`src/rtl/cached_fetcher_pkg.sv`:
```
// Shared encodings for the cached fetcher: fetcher states seen by the scheduler
// and the core states the fetcher reacts to.
package cached_fetcher_pkg;

  typedef enum logic [2:0] {
    FETCHER_IDLE     = 3'b000,
    FETCHER_FETCHING = 3'b001,
    FETCHER_FETCHED  = 3'b010
  } fetcher_state_e;

  localparam logic [2:0] CORE_FETCH  = 3'b001;
  localparam logic [2:0] CORE_DECODE = 3'b010;

endpackage

```
`src/rtl/cached_fetcher_fetch_line_store.sv`:
```
// Direct-mapped one-word line store: valid/tag/data arrays with a combinational
// lookup, a synchronous fill port and a synchronous clear of all valid bits.
module fetch_line_store
  import cached_fetcher_pkg::*;
#(
  parameter int unsigned INDEX_BITS = 3,
  parameter int unsigned TAG_BITS   = 5,
  parameter int unsigned DATA_BITS  = 16
) (
  input  logic                  clk,
  input  logic                  reset,
  input  logic                  i_clear,
  input  logic [INDEX_BITS-1:0] i_lookup_index,
  input  logic [TAG_BITS-1:0]   i_lookup_tag,
  output logic                  o_hit_c,
  output logic [DATA_BITS-1:0]  o_data_c,
  input  logic                  i_wr_en,
  input  logic [INDEX_BITS-1:0] i_wr_index,
  input  logic [TAG_BITS-1:0]   i_wr_tag,
  input  logic [DATA_BITS-1:0]  i_wr_data
);

  localparam int unsigned LINES = 1 << INDEX_BITS;

  logic [LINES-1:0]     r_valid;
  logic [TAG_BITS-1:0]  r_tag  [LINES];
  logic [DATA_BITS-1:0] r_data [LINES];

  // Clear wins over a coincident fill, leaving the filled line invalid.
  always_ff @(posedge clk) begin
    if (reset || i_clear) begin
      r_valid <= '0;
    end else if (i_wr_en) begin
      r_valid[i_wr_index] <= 1'b1;
    end
  end

  always_ff @(posedge clk) begin
    if (i_wr_en && !i_clear) begin
      r_tag[i_wr_index]  <= i_wr_tag;
      r_data[i_wr_index] <= i_wr_data;
    end
  end

  assign o_hit_c  = r_valid[i_lookup_index] && (r_tag[i_lookup_index] == i_lookup_tag);
  assign o_data_c = r_data[i_lookup_index];

endmodule

```
`src/rtl/cached_fetcher.sv`:
```
// Instruction fetcher with a direct-mapped one-word-per-line cache, bulk
// invalidate and saturating hit/miss profiling counters.
module cached_fetcher
  import cached_fetcher_pkg::*;
#(
  parameter int unsigned PROGRAM_MEM_ADDR_BITS = 8,
  parameter int unsigned PROGRAM_MEM_DATA_BITS = 16,
  parameter int unsigned CACHE_LINES           = 8,
  parameter int unsigned COUNTER_BITS          = 16
) (
  input  logic                             clk,
  input  logic                             reset,
  input  logic [2:0]                       core_state,
  input  logic [PROGRAM_MEM_ADDR_BITS-1:0] current_pc,
  input  logic                             invalidate,
  output logic                             mem_read_valid,
  output logic [PROGRAM_MEM_ADDR_BITS-1:0] mem_read_address,
  input  logic                             mem_read_ready,
  input  logic [PROGRAM_MEM_DATA_BITS-1:0] mem_read_data,
  output logic [2:0]                       fetcher_state,
  output logic [PROGRAM_MEM_DATA_BITS-1:0] instruction,
  output logic [COUNTER_BITS-1:0]          hit_count,
  output logic [COUNTER_BITS-1:0]          miss_count
);

  localparam int unsigned INDEX_BITS = $clog2(CACHE_LINES);
  localparam int unsigned TAG_BITS   = PROGRAM_MEM_ADDR_BITS - INDEX_BITS;

  fetcher_state_e                   r_state, w_state_nx;
  logic                             r_mem_read_valid, w_mem_read_valid_nx;
  logic [PROGRAM_MEM_ADDR_BITS-1:0] r_mem_read_address, w_mem_read_address_nx;
  logic [PROGRAM_MEM_DATA_BITS-1:0] r_instruction, w_instruction_nx;
  logic [COUNTER_BITS-1:0]          r_hit_count, w_hit_count_nx;
  logic [COUNTER_BITS-1:0]          r_miss_count, w_miss_count_nx;

  logic                             w_line_hit;
  logic [PROGRAM_MEM_DATA_BITS-1:0] w_line_data;
  logic                             w_wr_en;

  // The latched request address doubles as the fill index/tag.
  fetch_line_store #(
    .INDEX_BITS (INDEX_BITS),
    .TAG_BITS   (TAG_BITS),
    .DATA_BITS  (PROGRAM_MEM_DATA_BITS)
  ) u_line_store (
    .clk            (clk),
    .reset          (reset),
    .i_clear        (invalidate),
    .i_lookup_index (current_pc[INDEX_BITS-1:0]),
    .i_lookup_tag   (current_pc[PROGRAM_MEM_ADDR_BITS-1:INDEX_BITS]),
    .o_hit_c        (w_line_hit),
    .o_data_c       (w_line_data),
    .i_wr_en        (w_wr_en),
    .i_wr_index     (r_mem_read_address[INDEX_BITS-1:0]),
    .i_wr_tag       (r_mem_read_address[PROGRAM_MEM_ADDR_BITS-1:INDEX_BITS]),
    .i_wr_data      (mem_read_data)
  );

  always_ff @(posedge clk) begin
    if (reset) begin
      r_state            <= FETCHER_IDLE;
      r_mem_read_valid   <= 1'b0;
      r_mem_read_address <= '0;
      r_instruction      <= '0;
      r_hit_count        <= '0;
      r_miss_count       <= '0;
    end else begin
      r_state            <= w_state_nx;
      r_mem_read_valid   <= w_mem_read_valid_nx;
      r_mem_read_address <= w_mem_read_address_nx;
      r_instruction      <= w_instruction_nx;
      r_hit_count        <= w_hit_count_nx;
      r_miss_count       <= w_miss_count_nx;
    end
  end

  // Invalidate in the lookup cycle forces a miss.
  always_comb begin
    w_state_nx            = r_state;
    w_mem_read_valid_nx   = r_mem_read_valid;
    w_mem_read_address_nx = r_mem_read_address;
    w_instruction_nx      = r_instruction;
    w_hit_count_nx        = r_hit_count;
    w_miss_count_nx       = r_miss_count;
    w_wr_en               = 1'b0;
    case (r_state)
      FETCHER_IDLE: begin
        if (core_state == CORE_FETCH) begin
          if (w_line_hit && !invalidate) begin
            w_instruction_nx = w_line_data;
            w_hit_count_nx   = (r_hit_count == '1) ? r_hit_count
                                                   : r_hit_count + COUNTER_BITS'(1);
            w_state_nx       = FETCHER_FETCHED;
          end else begin
            w_mem_read_valid_nx   = 1'b1;
            w_mem_read_address_nx = current_pc;
            w_miss_count_nx       = (r_miss_count == '1) ? r_miss_count
                                                         : r_miss_count + COUNTER_BITS'(1);
            w_state_nx            = FETCHER_FETCHING;
          end
        end
      end
      FETCHER_FETCHING: begin
        if (mem_read_ready) begin
          w_instruction_nx    = mem_read_data;
          w_mem_read_valid_nx = 1'b0;
          w_wr_en             = 1'b1;
          w_state_nx          = FETCHER_FETCHED;
        end
      end
      FETCHER_FETCHED: begin
        if (core_state == CORE_DECODE) begin
          w_state_nx = FETCHER_IDLE;
        end
      end
      default: w_state_nx = FETCHER_IDLE;
    endcase
  end

  assign fetcher_state    = 3'(r_state);
  assign mem_read_valid   = r_mem_read_valid;
  assign mem_read_address = r_mem_read_address;
  assign instruction      = r_instruction;
  assign hit_count        = r_hit_count;
  assign miss_count       = r_miss_count;

endmodule

```
`config.mk`:
```
export PLATFORM = sky130hd
export DESIGN_NAME = cached_fetcher
export DESIGN_NICKNAME = d
export VERILOG_FILES = /design/src/rtl/cached_fetcher_pkg.sv /design/src/rtl/cached_fetcher_fetch_line_store.sv /design/src/rtl/cached_fetcher.sv
export SDC_FILE = /design/constraint.sdc
export NUM_CORES = 1
export LEC_CHECK = 0
export CORE_MARGIN = 5
export CORE_UTILIZATION = 60
export DETAILED_ROUTE_END_ITERATION = 8
export PLACE_DENSITY = 0.83
export SYNTH_ARGS = -nofsm -noshare
export SYNTH_HDL_FRONTEND = slang
export SYNTH_HIERARCHICAL = 1
export SYNTH_SLANG_ARGS = --single-unit
```
`constraint.sdc`:
```
create_clock -name clk -period 10.2 [get_ports clk]
set_clock_uncertainty 0.2 [all_clocks]
set_input_delay 2.04 -clock clk [delete_from_list [all_inputs] [get_ports clk]]
set_output_delay 2.04 -clock clk [all_outputs]
set_load 0.02 [all_outputs]
```
==> impl_metrics.toml <==
[power_and_ir_drop]
comb_power_share_pct = 4.9
ir_drop_mv = 0.128
total_power_mw = 1.95
power_per_standard_cell_area_mw_per_mm2 = 170
clockPowerShare_pct = 42.2
leak_nw = 3.68
power_switching_share_pct = 20.1
power.switching_uw = 391
p_seq_share_pct = 52.9
internal_portion_of_total_power_mw = 1.56

[logic_synthesis]
synthesized_area_divided_by_synthesized_cell_count_sq_um = 15.5
synth.ff_latch_count = 235
syn_inst = 618
yosysWarnings = 6
synth.lib_cells_used.distinct = 49
mappedNetlistNets = 651
synthFlopType = "sky130_fd_sc_hd__edfxtp_1"
async_reset_ff_share_pct = 0
synth-edff-count = 168
synth.yosys.seq_area_share_pct = 66.8
post_synth_instance_area_sq_mm = 0.00956

[critical_path]
ff2ff_path_depth = 6
worstReg2RegEnd = "u_line_store/r_tag[5][1]$_DFFE_PP_"
worstSetupStartpointType = "input port"
worstPathRequired_ps = 10350
crit_path_max_fanout = 48
rr_startpoint = "fetcher_state[0]$_SDFFE_PP0P_"
worst_ep_arrival_time_ps = 5710
critical_path_type = "in2reg"
critical_path.endpoint_type = "flop"
regToRegSetupSlack_ps = 6690

[drt]
drc = 0
vias = 5844
route.detailed.vias_per_inst = 6.18
ant_nets = 0
firstDrtPassIters = 5
first_iter_violations = 472
drt-wirelength-per-cell_um = 21.8
aggregate_routed_wire_length_um = 20600

[sta]
share_of_the_clock_period_used_by_the_worst_path_pct = 54.5
finalHoldViolCount = 0
worst_slew_margin_rel_pct = 10.1
report.final.setup_viol = 0
fmaxAchievable_ghz = 0.180
timing_worst_slew_pin_value_ps = 1340
grt_setup_unrepaired = "no"
fin_setup_tns_ps = 0
maxSlewViolCount = 0
finalWorstPathRequiredPeriod_ps = 5560

[final_layout]
layout-area-overhead-vs-synth_pct = 19.7
leading_cell_types_in_the_layout_fill_and_taps_excluded = "sky130_fd_sc_hd__edfxtp_1, sky130_fd_sc_hd__clkdlybuf4s50_1, sky130_fd_sc_hd__dfxtp_1, sky130_fd_sc_hd__nor2_1, sky130_fd_sc_hd__mux4_2"
n_antenna_cell = 0
fraction_of_final_layout_cells_with_drive_strength_greater_than_1_pct = 17.3
layout.cells.most_common = "sky130_fd_sc_hd__edfxtp_1"
layout.core_utilization_pct = 72.6
final.fill_count = 988
stdcell_area_sq_mm = 0.0114
layout_nets = 747
instances_no_fill = 946

[clocking]
cts.sink_count = 235
cts.reportedPaths.clkPinSlew_ps = 60
ctsResizeCount = 0
postCtsHoldBufs = 0
worst_skew_pair_latency_ps = 500
clockBufferDepth = 3
clk_root_buffer_cell = "sky130_fd_sc_hd__clkbuf_16"
cts-buffers-inserted = 23
cts_tree = "built"
cts_max_level = 1
cts_post_setup_buffers_inserted = 0

[worst_hold_path]
hold_path_class = "reg2reg"
worstHoldPathCells = 1
min_from = "u_line_store/r_valid[5]$_SDFFE_PP0P_"
min_to = "u_line_store/r_valid[5]$_SDFFE_PP0P_"

[global_route]
globalRoute.totalOverflow = 0
pin_count_of_the_biggest_net_entering_global_routing = 66
grtUsageMet3_pct = 3.44
grt_pass1_vias = 5884
globalRouteMet1Util_pct = 30.6
number_of_antenna_violations_at_the_first_check_in_global_routing = 0
top_usage_layer = "met2"
gr-usage-met2_pct = 39.1
grt_use_total_pct = 22.7
grt_pass1_wl_um = 32100

[run]
timing.max_cap.violations = 0

[placement]
hpwl_um = 12800
dp.cells = 905
finalWeightedCongestion = 0.869
post_place_instance_area_sq_mm = 0.0107
port_buffers = 89

[floorplanning]
floorplan.core_area_sq_mm = 0.0158
die-height_um = 136
die_w_um = 136
design.die.area_sq_mm = 0.0186
io-pin-count = 91
start_util_pct = 60.6
core.rowCount = 46

[outcome]
outcome = "completed"
-- cell usage after synthesis, types with 2 or more instances --
library cell | n | area (sq um)
sky130_fd_sc_hd__a211oi_1 | 17 | 128
sky130_fd_sc_hd__a21oi_1 | 14 | 70.1
sky130_fd_sc_hd__a31oi_1 | 4 | 25.0
sky130_fd_sc_hd__a41oi_1 | 2 | 17.5
sky130_fd_sc_hd__and2_1 | 3 | 18.8
sky130_fd_sc_hd__and3_1 | 3 | 18.8
sky130_fd_sc_hd__and4_1 | 9 | 78.8
sky130_fd_sc_hd__buf_2 | 7 | 35.0
sky130_fd_sc_hd__buf_4 | 5 | 37.5
sky130_fd_sc_hd__buf_6 | 2 | 22.5
sky130_fd_sc_hd__clkbuf_1 | 21 | 78.8
sky130_fd_sc_hd__dfxtp_1 | 67 | 1340
sky130_fd_sc_hd__edfxtp_1 | 168 | 5040
sky130_fd_sc_hd__ha_1 | 2 | 25.0
sky130_fd_sc_hd__inv_1 | 4 | 15.0
sky130_fd_sc_hd__mux2_2 | 17 | 191
sky130_fd_sc_hd__mux2i_1 | 30 | 300
sky130_fd_sc_hd__mux4_2 | 40 | 901
sky130_fd_sc_hd__nand2_1 | 26 | 97.6
sky130_fd_sc_hd__nand2b_1 | 4 | 25.0
sky130_fd_sc_hd__nand3_1 | 11 | 55.1
sky130_fd_sc_hd__nand4_1 | 13 | 81.3
sky130_fd_sc_hd__nor2_1 | 52 | 195
sky130_fd_sc_hd__nor2b_1 | 3 | 18.8
sky130_fd_sc_hd__nor3_1 | 23 | 115
sky130_fd_sc_hd__nor3b_1 | 2 | 15.0
sky130_fd_sc_hd__nor4_1 | 5 | 31.3
sky130_fd_sc_hd__nor4_2 | 3 | 37.5
sky130_fd_sc_hd__nor4b_1 | 2 | 17.5
sky130_fd_sc_hd__o211ai_1 | 4 | 30.0
sky130_fd_sc_hd__o21a_1 | 3 | 22.5
sky130_fd_sc_hd__o21ai_0 | 4 | 20.0
sky130_fd_sc_hd__or3_1 | 2 | 12.5
sky130_fd_sc_hd__xnor2_1 | 17 | 149
sky130_fd_sc_hd__xor2_1 | 15 | 131
-- layer usage --
| layer | share of wire [%] | up-vias | routed length [um] |
|---|---|---|---|
| met3 | 8.4 | 35 | 1740 |
| li1 | - | 2584 | - |
| met2 | 51 | 319 | 10500 |
| met5 | 0 | - | 0 |
| met4 | 1.8 | 0 | 380 |
| met1 | 39 | 2906 | 8050 |
-- power by group through the flow --
stage | logic [mW] | clock network, mW | registers [mW]
6_report | 0.0956 | 0.821 | 1.03
5_1_grt | 0.103 | 0.879 | 1.03
4_1_cts | 0.0964 | 0.832 | 1.03
3_5_place_dp | 0.0954 | 0 | 1.05
3_3_place_gp | 0.0924 | 0 | 1.05
2_1_floorplan | 0.0539 | 0 | 1.05
-- logic make-up after synthesis --
family,count (synthesis),synth area share [%]
adders and majority gates,2,0.262
AOI/OAI and AO/OA,51,3.55
xor gates and xnor gates,32,2.93
buffers and inverters,40,2.02
and+or+nand+nor,168,9.31
DFF,235,66.8
other,1,0.0392
muxes,89,15.1
-- final cells by class --
| type | count | area, sq um | area share, % |
|---|---|---|---|
| flip-flops and latches | 235 | 6390 | 55.8 |
| clock buffers | 33 | 643 | 5.62 |
| well taps | 216 | 270 | 2.36 |
| clock inverters | 8 | 88.8 | 0.776 |
| repair buffers | 107 | 1010 | 8.83 |
| multi-input cells | 343 | 3030 | 26.5 |
| inverters | 4 | 15.0 | 0.131 |
-- registers in the layout, indices dropped and copies added (netlist names) --
signal,flops
hit_count,16
instruction,16
u_line_store/r_valid,8
miss_count,16
u_line_store/r_tag,40
fetcher_state,2
mem_read_address,8
mem_read_valid,1
u_line_store/r_data,128
-- worst max path at each step --
stage | from | to | slack, ps | depth (start not counted)
global placement | current_pc[0] | miss_count[15]$_SDFFE_PP0P_ | 4310 | 11
floorplan | mem_read_ready | u_line_store/r_data[1][0]$_DFFE_PP_ | 5140 | 3
CTS | current_pc[0] | miss_count[15]$_SDFFE_PP0P_ | 4670 | 11
detailed placement | current_pc[0] | miss_count[15]$_SDFFE_PP0P_ | 4170 | 11
global route | current_pc[0] | miss_count[10]$_SDFFE_PP0P_ | 4380 | 11
finish | current_pc[0] | miss_count[10]$_SDFFE_PP0P_ | 4640 | 11
-- per-stage QoR --
stage | hold WS, ps | worst slack [ps]
6_report | 272 | 4640
5_1_grt | 301 | 4380
4_1_cts | 270 | 4670
3_5_place_dp | 255 | 4170
3_3_place_gp | 245 | 4310
2_1_floorplan | 232 | 5140
-- critical path: stages --
cell                      delay (ps)
sky130_fd_sc_hd__buf_2            70
sky130_fd_sc_hd__buf_4           680
sky130_fd_sc_hd__mux4_1          660
sky130_fd_sc_hd__mux2_2          280
sky130_fd_sc_hd__nand4_1         110
sky130_fd_sc_hd__nor3_2           70
sky130_fd_sc_hd__nor2b_1         170
sky130_fd_sc_hd__nor3_1         1050
sky130_fd_sc_hd__nand4_1         240
sky130_fd_sc_hd__xor2_1          250
sky130_fd_sc_hd__nor2_1           70
Note: power is estimated with default switching activity, not from simulation.
